**config.mk**
```make
export PLATFORM = sky130hd
export DESIGN_NAME = pong_match_controller_flat
export DESIGN_NICKNAME = d
export VERILOG_FILES = /design/src/rtl/pong_match_controller_if.sv /design/src/rtl/pong_match_controller.sv /design/src/flat_wrapper.sv
export SDC_FILE = /design/constraint.sdc
export NUM_CORES = 1
export LEC_CHECK = 0
export CORE_MARGIN = 2
export CORE_UTILIZATION = 40
export DETAILED_ROUTE_END_ITERATION = 8
export PLACE_DENSITY_LB_ADDON = 0.08
export SLEW_MARGIN = 20
export SYNTH_ARGS = -nofsm -noshare
export SYNTH_HDL_FRONTEND = slang
export SYNTH_SLANG_ARGS = --single-unit
```
**constraint.sdc**
```tcl
create_clock -name clock_25M -period 2 [get_ports clock_25M]
set_input_delay 0.4 -clock clock_25M [delete_from_list [all_inputs] [get_ports clock_25M]]
set_output_delay 0.4 -clock clock_25M [all_outputs]
set_load 0.005 [all_outputs]
```
**src/rtl/pong_match_controller_if.sv**
```systemverilog
// Datapath <-> match controller signal bundle for the Pong core.
// The controller sits on the slave side; the ball/paddle datapath (or a bench) on the master side.
interface pong_match_controller_if;
  logic       frame;
  logic       btn_start;
  logic       point_left;
  logic       point_right;
  logic       ball_run;
  logic       ball_recenter;
  logic       serve_right;
  logic [3:0] score_left;
  logic [3:0] score_right;
  logic       game_over;
  logic       winner_left;

  modport master (
    output frame, btn_start, point_left, point_right,
    input  ball_run, ball_recenter, serve_right, score_left, score_right,
           game_over, winner_left
  );

  modport slave (
    input  frame, btn_start, point_left, point_right,
    output ball_run, ball_recenter, serve_right, score_left, score_right,
           game_over, winner_left
  );
endinterface

```
**src/rtl/pong_match_controller.sv**
```systemverilog
// Pong match sequencer: serve / play / point / game-over flow and the two BCD scores.
// Define PONG_AUTO_SERVE_EN for attract mode (automatic serve from IDLE and return from GAME_OVER).
module pong_match_controller #(
  parameter int unsigned WIN_SCORE    = 9,
  parameter int unsigned SERVE_FRAMES = 60,
  parameter int unsigned POINT_FRAMES = 30
) (
  input  logic                          clock_25M,
  input  logic                          reset_n,
  pong_match_controller_if.slave        bus
);

`ifdef PONG_AUTO_SERVE_EN
  // Attract mode waits 4*POINT_FRAMES in GAME_OVER, which needs two extra counter bits.
  localparam int unsigned CNT_W = 12;
  localparam logic [CNT_W-1:0] OVER_LAST = CNT_W'(4 * POINT_FRAMES - 1);
`else
  localparam int unsigned CNT_W = 10;
`endif
  localparam logic [CNT_W-1:0] SERVE_LAST = CNT_W'(SERVE_FRAMES - 1);
  localparam logic [CNT_W-1:0] POINT_LAST = CNT_W'(POINT_FRAMES - 1);
  localparam logic [3:0]       WIN        = 4'(WIN_SCORE);

  typedef enum logic [2:0] {
    S_IDLE  = 3'd0,
    S_SERVE = 3'd1,
    S_PLAY  = 3'd2,
    S_POINT = 3'd3,
    S_OVER  = 3'd4
  } state_e;

  state_e           state_q;
  logic             start_q;
  logic [CNT_W-1:0] cnt_q;
  logic             run_q;
  logic             recenter_q;
  logic             serve_right_q;
  logic [3:0]       score_l_q;
  logic [3:0]       score_r_q;
  logic             over_q;
  logic             winner_l_q;

  logic start_edge_c;
  logic begin_match_c;
  logic leave_over_c;

  assign start_edge_c = bus.btn_start & ~start_q;

`ifdef PONG_AUTO_SERVE_EN
  assign begin_match_c = (state_q == S_IDLE) &&
                         (start_edge_c || (bus.frame && (cnt_q == SERVE_LAST)));
  assign leave_over_c  = (state_q == S_OVER) &&
                         (start_edge_c || (bus.frame && (cnt_q == OVER_LAST)));
`else
  assign begin_match_c = (state_q == S_IDLE) && start_edge_c;
  assign leave_over_c  = (state_q == S_OVER) && start_edge_c;
`endif

  always_ff @(posedge clock_25M or negedge reset_n) begin
    if (!reset_n) begin
      state_q       <= S_IDLE;
      start_q       <= 1'b0;
      cnt_q         <= '0;
      run_q         <= 1'b0;
      recenter_q    <= 1'b0;
      serve_right_q <= 1'b1;
      score_l_q     <= 4'd0;
      score_r_q     <= 4'd0;
      over_q        <= 1'b0;
      winner_l_q    <= 1'b0;
    end else begin
      start_q    <= bus.btn_start;
      recenter_q <= 1'b0;
      unique case (state_q)
        S_IDLE: begin
          if (begin_match_c) begin
            state_q       <= S_SERVE;
            cnt_q         <= '0;
            score_l_q     <= 4'd0;
            score_r_q     <= 4'd0;
            serve_right_q <= 1'b1;
            recenter_q    <= 1'b1;
`ifdef PONG_AUTO_SERVE_EN
          end else if (bus.frame) begin
            cnt_q <= cnt_q + CNT_W'(1);
`endif
          end
        end
        S_SERVE: begin
          if (bus.frame) begin
            if (cnt_q == SERVE_LAST) begin
              state_q <= S_PLAY;
              cnt_q   <= '0;
              run_q   <= 1'b1;
            end else begin
              cnt_q <= cnt_q + CNT_W'(1);
            end
          end
        end
        S_PLAY: begin
          if (bus.point_left || bus.point_right) begin
            state_q <= S_POINT;
            cnt_q   <= '0;
            run_q   <= 1'b0;
            // A simultaneous exit on both edges is a let: no score, serve flips.
            if (bus.point_left && bus.point_right) begin
              serve_right_q <= ~serve_right_q;
            end else if (bus.point_left) begin
              serve_right_q <= 1'b1;
              if (score_l_q < WIN) score_l_q <= score_l_q + 4'd1;
            end else begin
              serve_right_q <= 1'b0;
              if (score_r_q < WIN) score_r_q <= score_r_q + 4'd1;
            end
          end
        end
        S_POINT: begin
          if (bus.frame) begin
            if (cnt_q == POINT_LAST) begin
              cnt_q <= '0;
              if ((score_l_q == WIN) || (score_r_q == WIN)) begin
                state_q    <= S_OVER;
                over_q     <= 1'b1;
                winner_l_q <= (score_l_q == WIN);
              end else begin
                state_q    <= S_SERVE;
                recenter_q <= 1'b1;
              end
            end else begin
              cnt_q <= cnt_q + CNT_W'(1);
            end
          end
        end
        S_OVER: begin
          if (leave_over_c) begin
            state_q    <= S_IDLE;
            cnt_q      <= '0;
            over_q     <= 1'b0;
            winner_l_q <= 1'b0;
`ifdef PONG_AUTO_SERVE_EN
          end else if (bus.frame) begin
            cnt_q <= cnt_q + CNT_W'(1);
`endif
          end
        end
        default: begin
          state_q <= S_IDLE;
          cnt_q   <= '0;
          run_q   <= 1'b0;
          over_q  <= 1'b0;
        end
      endcase
    end
  end

  assign bus.ball_run      = run_q;
  assign bus.ball_recenter = recenter_q;
  assign bus.serve_right   = serve_right_q;
  assign bus.score_left    = score_l_q;
  assign bus.score_right   = score_r_q;
  assign bus.game_over     = over_q;
  assign bus.winner_left   = winner_l_q;

endmodule

```
**src/flat_wrapper.sv**
```systemverilog
// flat-port wrapper written by rule: the top's interface ports become plain ports
module pong_match_controller_flat 
#(
  parameter int unsigned WIN_SCORE    = 9,
  parameter int unsigned SERVE_FRAMES = 60,
  parameter int unsigned POINT_FRAMES = 30
)
  (clock_25M, reset_n, bus_frame, bus_btn_start, bus_point_left, bus_point_right, bus_ball_run, bus_ball_recenter, bus_serve_right, bus_score_left, bus_score_right, bus_game_over, bus_winner_left);
  pong_match_controller_if bus_i ();
  input  logic clock_25M;
  input  logic reset_n;
  input wire logic [$bits(bus_i.frame)-1:0] bus_frame;
  input wire logic [$bits(bus_i.btn_start)-1:0] bus_btn_start;
  input wire logic [$bits(bus_i.point_left)-1:0] bus_point_left;
  input wire logic [$bits(bus_i.point_right)-1:0] bus_point_right;
  output wire logic [$bits(bus_i.ball_run)-1:0] bus_ball_run;
  output wire logic [$bits(bus_i.ball_recenter)-1:0] bus_ball_recenter;
  output wire logic [$bits(bus_i.serve_right)-1:0] bus_serve_right;
  output wire logic [$bits(bus_i.score_left)-1:0] bus_score_left;
  output wire logic [$bits(bus_i.score_right)-1:0] bus_score_right;
  output wire logic [$bits(bus_i.game_over)-1:0] bus_game_over;
  output wire logic [$bits(bus_i.winner_left)-1:0] bus_winner_left;
  assign bus_i.frame = bus_frame;
  assign bus_i.btn_start = bus_btn_start;
  assign bus_i.point_left = bus_point_left;
  assign bus_i.point_right = bus_point_right;
  assign bus_ball_run = bus_i.ball_run;
  assign bus_ball_recenter = bus_i.ball_recenter;
  assign bus_serve_right = bus_i.serve_right;
  assign bus_score_left = bus_i.score_left;
  assign bus_score_right = bus_i.score_right;
  assign bus_game_over = bus_i.game_over;
  assign bus_winner_left = bus_i.winner_left;
  pong_match_controller #(.WIN_SCORE(WIN_SCORE), .SERVE_FRAMES(SERVE_FRAMES), .POINT_FRAMES(POINT_FRAMES)) u_core (.clock_25M(clock_25M), .reset_n(reset_n), .bus(bus_i));
endmodule
```
Yosys cells after proc, flatten, opt, wreduce, memory -nomap -nowiden:

Cells that the tools add are included.

* equality and inequality tests: 21
* muxes and demuxes: 51
* shift operators: 0
* divide/modulo/power cells: 0
* $add $sub $neg: 3
* multipliers: 0
* reductions and logical operators: 18
* $lt $le $gt $ge: 2
* bitwise gates (word level): 5

Operators by type and width (count)
* $mux W10: 7
* $pmux W10 S5: 1
* $mux W4: 9
* $mux W3: 8
* $mux W1: 18
* $ne A2 B1 Y1 const B: 8
* $pmux W4 S2: 2
* $pmux W3 S5: 1
* $reduce_and A5 Y1: 3
* $reduce_and A6 Y1: 2
* $add A10 B1 Y10 const B: 1
* $eq A10 B5 Y1 const B: 1
* $eq A10 B6 Y1 const B: 1
* $ne A2 B2 Y1 const B: 5
* $add A4 B1 Y4 const B: 2
* $eq A4 B4 Y1 const B: 2
* $lt A4 B4 Y1 const B: 2
* $reduce_and A7 Y1: 1
* $eq A3 B2 Y1 const B: 2
* $pmux W1 S2: 3
* $pmux W1 S3: 2
* $reduce_or A3 Y1: 2
* $not A1 Y1: 4
* $reduce_and A4 Y1: 1
* 8 further kinds: 12

* bits in writable memories: 0
* ROM bits: 0
* output and inout port bits: 13
* input port bits: 6
* memories: 0
* bits in latches: 0
* flip-flop bits (word level): 27
* logic and storage cells: 110

Depth between registers and ports, before layout:

Gate-level depths: netlist of run 1.

* depth after elaboration: 6
* gate-level depth with buffers: 8
* gate-level depth less buffers: 7

Worst setup path before layout of run 1:

OpenSTA, ideal clock, no wires.

* kind: register to register
* from: register u_core.cnt_q[0]
* to: register u_core.cnt_q[1]
* slack: 0.211 ns
* data required time: 1.926 ns
* period minus slack after synthesis: 1.789 ns
* arrival time: 1.715 ns
* cell stages (with the launch flop): 8
* buffers on the path: 1
* library setup time: 0.074 ns
* cell sequence: dfrtp_1 ha_1 and4b_1 o2111a_1 nand2b_4 buf_6 or3_1 o21ai_2

* cells in the longest elaborated chain, start to end: 4

Ends and longest elaborated chain
* start, declared: RTL line pong_match_controller.sv:34 `logic [CNT_W-1:0] cnt_q;`
* start signal, assigned: RTL line pong_match_controller.sv:96 `cnt_q <= cnt_q + CNT_W'(1);`
* start signal, assigned: RTL line pong_match_controller.sv:130 `cnt_q <= cnt_q + CNT_W'(1);`
* $add A10 B1 Y10 (tied with other cells): RTL line pong_match_controller.sv:96, pong_match_controller.sv:130
* $mux W10 (on tied branches): RTL line pong_match_controller.sv:119, pong_match_controller.sv:91
* $mux W10 (on tied branches): RTL line pong_match_controller.sv:118, pong_match_controller.sv:90
* $pmux W10 S5 *: RTL line pong_match_controller.sv:74 `unique case (state_q)`

Every way passes the cells marked *; elsewhere a longest branch is shown, timed or not. The select of a mux whose other input is x is not followed.
A chain may end at the register's enable or synchronous reset.

Worst setup path in the final report of run 1:

* from: register u_core.cnt_q[1]
* to: register u_core.cnt_q[1]

The elaborated chain is that of the path after synthesis.

==> results.yml, run 1 <==
routing:
  first_iter_violations: 89
  drt.antenna.violating_nets: 0
  num_vias: 1378
  wl_per_cell_um: 14.4
  dr.pass1.iters: 4
  wl_um: 3550
  vias_per_cell: 5.58
  route.detailed.drc: 0
setup_path:
  worstPathArrival_ns: 2.10
  required_ns: 2.21
  critical_path_class: "reg -> reg"
  reg2reg_slack_ns: 0.10
  end_kind: "flop"
  r2r_cells: 7
  regToRegStartpoint: "u_core.cnt_q[1]$_DFFE_PN0P_"
  r2r_end: "u_core.cnt_q[1]$_DFFE_PN0P_"
  cp_max_fo: 9
  crit_path_start_kind: "flop"
status:
  status: "complete, no violations"
yosys:
  seq_area_frac_synth: 0.429
  ys_types: 45
  synthCells: 173
  syn_avg_cell_area_um2: 9.11
  ys_seq_elements: 27
  syn-num-nets: 187
  ys_warn_count: 0
  syn_area_um2: 1580
floorplanning:
  initial_core_util: 0.424
  io_pins: 19
  rows: 22
  fp.coreArea_um2: 3720
  dieArea_um2: 4460
  die-width_um: 66.8
  dieHeight_um: 66.8
cells_and_area:
  utilization: 0.514
  syn_to_final_growth_pct: 21.3
  final_cells: 247
  fillCellCount: 344
  post_route_cells_drive_above_1_share: 0.0905
  layout_commonest_cell: "dfrtp_1"
  n_antenna_cell: 0
  regArea_um2: 677
  final_cell_mix: "dfrtp_1 (26), nand2_1 (22), clkdlybuf4s50_1 (18)"
  multi_input_area_um2: 845
  fin_nets: 214
power:
  leakage_nw: 0.842
  power.density_nw_per_um2: 766
  peakVddDrop_mv: 0.469
  p_total_w: 0.00147
timing:
  min_period_ns: 1.90
  tightest_slew_ns: 0.490
  hold_slack_ns: 0.486
  finalHoldViolCount: 0
  setup_tns_ns: 0
  max_slew_margin: 0.670
  rsz0062_at_grt: "no"
  setup_viol: 0
  drv_slew: 0
  period_share: 0.948
  clock.fmax_ghz: 0.528
  finClkSkew_ns: 0.00190
placement:
  port_buffers: 18
  place.gp.congestion: 0.877
  dp_hpwl_um: 2620
  dp_cells: 243
clocking:
  post-cts-setup-buffers: 0
  ctsResizeCount: 0
  clock_sinks: 27
  cts_tree: "yes"
  root_buffer: "clkbuf_8"
  cts_buffer_depth: 2
  hold_buffers: 0
  cts.htree.levels: 1
  clkTransAtPathRegs_ns: 0.09
  worstSkewPairLatency_ns: 0.27
  numCtsBuffers: 3
grt:
  grt_pass1_vias: 1292
  grt_pass1_wl_um: 6220
  grt.overflow.total: 0
  gr-usage-all-layers: 0.182
  grt_antenna_before_repair: 0
  grt_max_degree: 28
worst_hold_path:
  worstHoldPathType: "in -> async"
run:
  max-cap-violations: 0
-- cell usage after synthesis (all sizes together) --
cell type | number | area, um^2
a211oi | 1 | 7.51
a21o | 1 | 7.51
a21oi | 11 | 55.1
a22o | 3 | 26.3
a2bb2oi | 3 | 26.3
and2 | 2 | 12.5
and2b | 2 | 15.0
and3 | 4 | 25.0
and4 | 1 | 8.76
and4b | 1 | 10.0
and4bb | 1 | 12.5
buf | 3 | 21.3
clkbuf | 2 | 7.51
dfrtp | 26 | 651
dfstp | 1 | 26.3
ha | 8 | 100
inv | 10 | 37.5
mux2i | 1 | 10.0
nand2 | 22 | 82.6
nand2b | 4 | 32.5
nand3 | 10 | 50.1
nand3b | 2 | 15.0
nand4 | 5 | 31.3
nand4b | 1 | 8.76
nor2 | 10 | 40.0
nor2b | 2 | 12.5
nor3 | 3 | 15.0
nor4 | 2 | 12.5
nor4b | 1 | 15.0
o2111a | 1 | 11.3
o211a | 1 | 10.0
o211ai | 3 | 22.5
o21ai | 15 | 78.8
o21bai | 1 | 7.51
o22ai | 1 | 6.26
o2bb2ai | 1 | 8.76
o31ai | 2 | 15.0
o32ai | 1 | 8.76
o41ai | 1 | 8.76
or3 | 1 | 6.26
xor2 | 2 | 17.5
-- stage by stage --
stage	setup slack, ns	cell area [um^2]
after floorplan	0.211	1580
after global placement	0.0384	1860
after detailed placement	0.0435	1860
after CTS	0.108	1900
after global routing	0.00585	1910
final	0.105	1910
-- registers in the layout, summed over array words and instances (netlist names) --
signal                    cells
u_core.bus.score_right        4
u_core.bus.game_over          1
u_core.bus.ball_recenter      1
u_core.bus.winner_left        1
u_core.bus.score_left         4
u_core.start_q                1
u_core.cnt_q                 10
u_core.bus.ball_run           1
u_core.state_q                3
u_core.bus.serve_right        1
-- worst max-delay path by stage --
stage                                startpoint                     endpoint  slack, ns  cells past startpoint
floorplan           u_core.cnt_q[0]$_DFFE_PN0P_  u_core.cnt_q[1]$_DFFE_PN0P_       0.21                      7
global placement                  bus_btn_start  u_core.cnt_q[9]$_DFFE_PN0P_       0.04                      6
detailed placement                bus_btn_start  u_core.cnt_q[9]$_DFFE_PN0P_       0.04                      6
CTS                 u_core.cnt_q[1]$_DFFE_PN0P_  u_core.cnt_q[9]$_DFFE_PN0P_       0.11                      7
global route        u_core.cnt_q[1]$_DFFE_PN0P_  u_core.cnt_q[6]$_DFFE_PN0P_      0.006                      7
finish              u_core.cnt_q[1]$_DFFE_PN0P_  u_core.cnt_q[1]$_DFFE_PN0P_       0.10                      7
-- layer usage --
layer	vias to the layer above	routed length [um]	track usage
met3	5	192	0.0422
met2	41	1570	0.264
met5	-	0	0
li1	679	-	-
met1	653	1760	0.273
met4	0	34	0.0408
-- power breakdown --
part	leakage, nW	internal (W)	switching, W
clock network	0.0228	0.000143	0.000170
logic	0.452	0.000190	0.000321
registers	0.367	0.000588	0.0000537
-- worst max-delay path, cell delays in order, from the launching register on --
cell,delay [ns]
dfrtp_1,0.41
inv_1,0.09
ha_1,0.20
and4b_1,0.20
o2111a_1,0.29
nand2b_4,0.21
or3_1,0.37
o21ai_2,0.06
-- kinds of logic after synthesis --
family                     Yosys count  share of synthesized area
AOI/OAI and AO/OA                   46                      0.190
DFF                                 27                      0.429
buffers and inverters               15                     0.0421
and+or+nand+nor                     74                      0.257
muxes                                1                    0.00635
adders and majority gates            8                     0.0635
xor gates and xnor gates             2                     0.0111
-- final cells by class --
| type | count | share of cell area |
|---|---|---|
| Multi-Input combinational cell | 131 | 0.442 |
| Sequential cell | 27 | 0.354 |
| Timing Repair Buffer | 27 | 0.130 |
| Clock buffer | 4 | 0.0236 |
| Tap cell | 48 | 0.0314 |
| Inverter | 10 | 0.0196 |
(Power assumes the default switching activity.)
==> run 2: changes to the inputs <==
- CORE_ASPECT_RATIO: not set -> 0.8
- PLACE_DENSITY_LB_ADDON: 0.08 -> 0.2
==> run 2 against run 1 <==
Final area grew 0.26%. Combinational power grew 0.8%. Count of clock-buffer cells in the layout shrank 1. Sequential share of layout area shrank 0.093 points. Global-route usage shrank 0.22 points. Largest power group unchanged. Highest routed layer unchanged.
==> results.yml, run 2 (synthesized netlist as in run 1, its figures left out) <==
floorplanning:
  fp.coreArea_um2: 3780
  die-width_um: 74.2
  dieHeight_um: 60.2
  rows: 20
  io_pins: 19
  initial_core_util: 0.417
  dieArea_um2: 4460
setup_path:
  reg2reg_slack_ns: 0.12
  worstPathArrival_ns: 2.08
  critical_path.max_stage_delay_ns: 0.44
  crit_path_start_kind: "flop"
  cp_slowest_cell: "dfrtp_1"
  cp_max_fo: 9
  required_ns: 2.20
  end_kind: "flop"
  critical_path_class: "reg -> reg"
  critical_path.cell_chain: "ha_1, and4b_1, o2111a_1, nand2b_4, or3_1, o21ai_2"
timing:
  clock.fmax_ghz: 0.533
  finalHoldViolCount: 0
  min_period_ns: 1.88
  finClkSkew_ns: 0.0146
  setup_viol: 0
  period_share: 0.938
  drv_slew: 0
  tightest_slew_ns: 0.717
  max_slew_margin: 0.520
  fin_ws_ns: 0.123
  rsz0062_at_grt: "no"
cells_and_area:
  final_cell_mix: "dfrtp_1 (26), nand2_1 (22), clkdlybuf4s50_1 (18)"
  final_cells: 254
  fin_nets: 214
  post_route_cells_drive_above_1_share: 0.0955
  layout_commonest_cell: "dfrtp_1"
  regMostFlops: "u_core.cnt_q"
  syn_to_final_growth_pct: 21.6
  n_antenna_cell: 0
  largest_reg_flops: 10
clocking:
  clock_sinks: 27
  numCtsBuffers: 3
  worstSkewPairLatency_ns: 0.28
  hold_buffers: 0
  clkTransAtPathRegs_ns: 0.10
  cts_tree: "yes"
  root_buffer: "clkbuf_8"
  cts_buffer_depth: 2
  cts.htree.levels: 1
power:
  peakVddDrop_mv: 0.510
  switching_share: 0.371
  combPwrFrac: 0.350
  power_frac_seq: 0.436
  p_int_w: 0.000926
  leakage_nw: 0.843
  power.density_nw_per_um2: 768
  switchingPower_w: 0.000545
  clkPwrFrac: 0.214
routing:
  vias_per_cell: 5.35
  route.detailed.drc: 0
  wl_per_cell_um: 14.1
  wl_um: 3580
  first_iter_violations: 109
  drt.antenna.violating_nets: 0
  dr.pass1.iters: 4
  num_vias: 1360
placement:
  dp_cells: 250
  dp_hpwl_um: 2670
  port_buffers: 18
  place.gp.congestion: 0.846
  preCtsSetupSlack_ns: -0.0293
grt:
  grt.overflow.total: 0
  grt_pass1_vias: 1295
  grt_antenna_before_repair: 0
  grt_pass1_wl_um: 6110
  gr-usage-all-layers: 0.180
  grt_max_degree: 28
status:
  status: "complete, no violations"
run:
  max-cap-violations: 0
worst_hold_path:
  worstHoldPathType: "in -> async"
run 2: cell count changes in the layout (fill, tap and decap cells not counted), sizes merged:
cell	before	now
clkinv	0	1
clkbuf	4	3
run 2: final timing paths:
kind	start	endpoint	cells past startpoint
setup / recovery	u_core.cnt_q[0]$_DFFE_PN0P_	u_core.cnt_q[1]$_DFFE_PN0P_	6
hold / removal	reset_n	u_core.bus.score_left[0]$_DFFE_PN0P_	2
setup reg to reg	u_core.cnt_q[0]$_DFFE_PN0P_	u_core.cnt_q[1]$_DFFE_PN0P_	6
hold reg to reg	u_core.bus.game_over$_DFFE_PN0P_	u_core.bus.game_over$_DFFE_PN0P_	2
max in group asynchronous	reset_n	u_core.bus.serve_right$_DFFE_PN1P_	2
min in group clock_25M	u_core.bus.game_over$_DFFE_PN0P_	u_core.bus.game_over$_DFFE_PN0P_	2
run 2: routing by layer:
| layer | track usage | routed length [um] | vias up | part of all wire |
|---|---|---|---|---|
| met5 | 0 | 0 | - | 0 |
| li1 | - | - | 678 | - |
| met4 | 0.0312 | 26 | 0 | 0.0073 |
| met3 | 0.0455 | 144 | 6 | 0.040 |
| met2 | 0.264 | 1560 | 29 | 0.43 |
| met1 | 0.269 | 1860 | 647 | 0.52 |
run 2: area by class of cell:
type / count / area [um^2]
clock inverter: 1 / 5.00
timing repair buffer: 27 / 248
tap: 55 / 68.8
multi-input combinational: 131 / 840
inverter: 10 / 37.5
clock buffer: 3 / 41.3
fill: 363 / 1860
sequential: 27 / 677
run 2: critical path, delay by kind of cell (launching register included):
family | cells | cell delay, ns
and+or+nand+nor | 3 | 0.78
DFF | 1 | 0.44
AOI/OAI and AO/OA | 2 | 0.35
adders and majority gates | 1 | 0.24
run 2: power groups by stage:
| stage | combinational, W | sequential [W] | clock, W |
|---|---|---|---|
| 6_report | 0.000515 | 0.000641 | 0.000315 |
| 5_1_grt | 0.000577 | 0.000653 | 0.000345 |
| 4_1_cts | 0.000509 | 0.000641 | 0.000328 |
| 3_5_place_dp | 0.000510 | 0.000651 | 0 |
| 3_3_place_gp | 0.000501 | 0.000649 | 0 |
| 2_1_floorplan | 0.000350 | 0.000637 | 0 |
run 2: metrics by stage:
step	utilization	power [W]	area [um^2]	setup TNS, ns	hold slack [ns]
2_1_floorplan	-	0.000987	1580	0	0.104
3_3_place_gp	0.493	0.00115	1860	0	0.463
3_5_place_dp	0.493	0.00116	1860	-0.0673	0.486
4_1_cts	0.506	0.00148	1910	0	0.494
5_1_grt	0.507	0.00158	1920	0	0.524
6_report	0.507	0.00147	1920	0	0.481
run 2: timing repair:
| item | in CTS | in global routing |
|---|---|---|
| setup endpoints to repair | 0 | 1 |
| resized for setup | 0 | 1 |
| setup buffers | 0 | 0 |
==> run 3: changes to the inputs <==
- TNS_END_PERCENT: not set -> 50
==> results of run 3 <==
No change in the layout: final DEF, timing and power equal those of run 2.
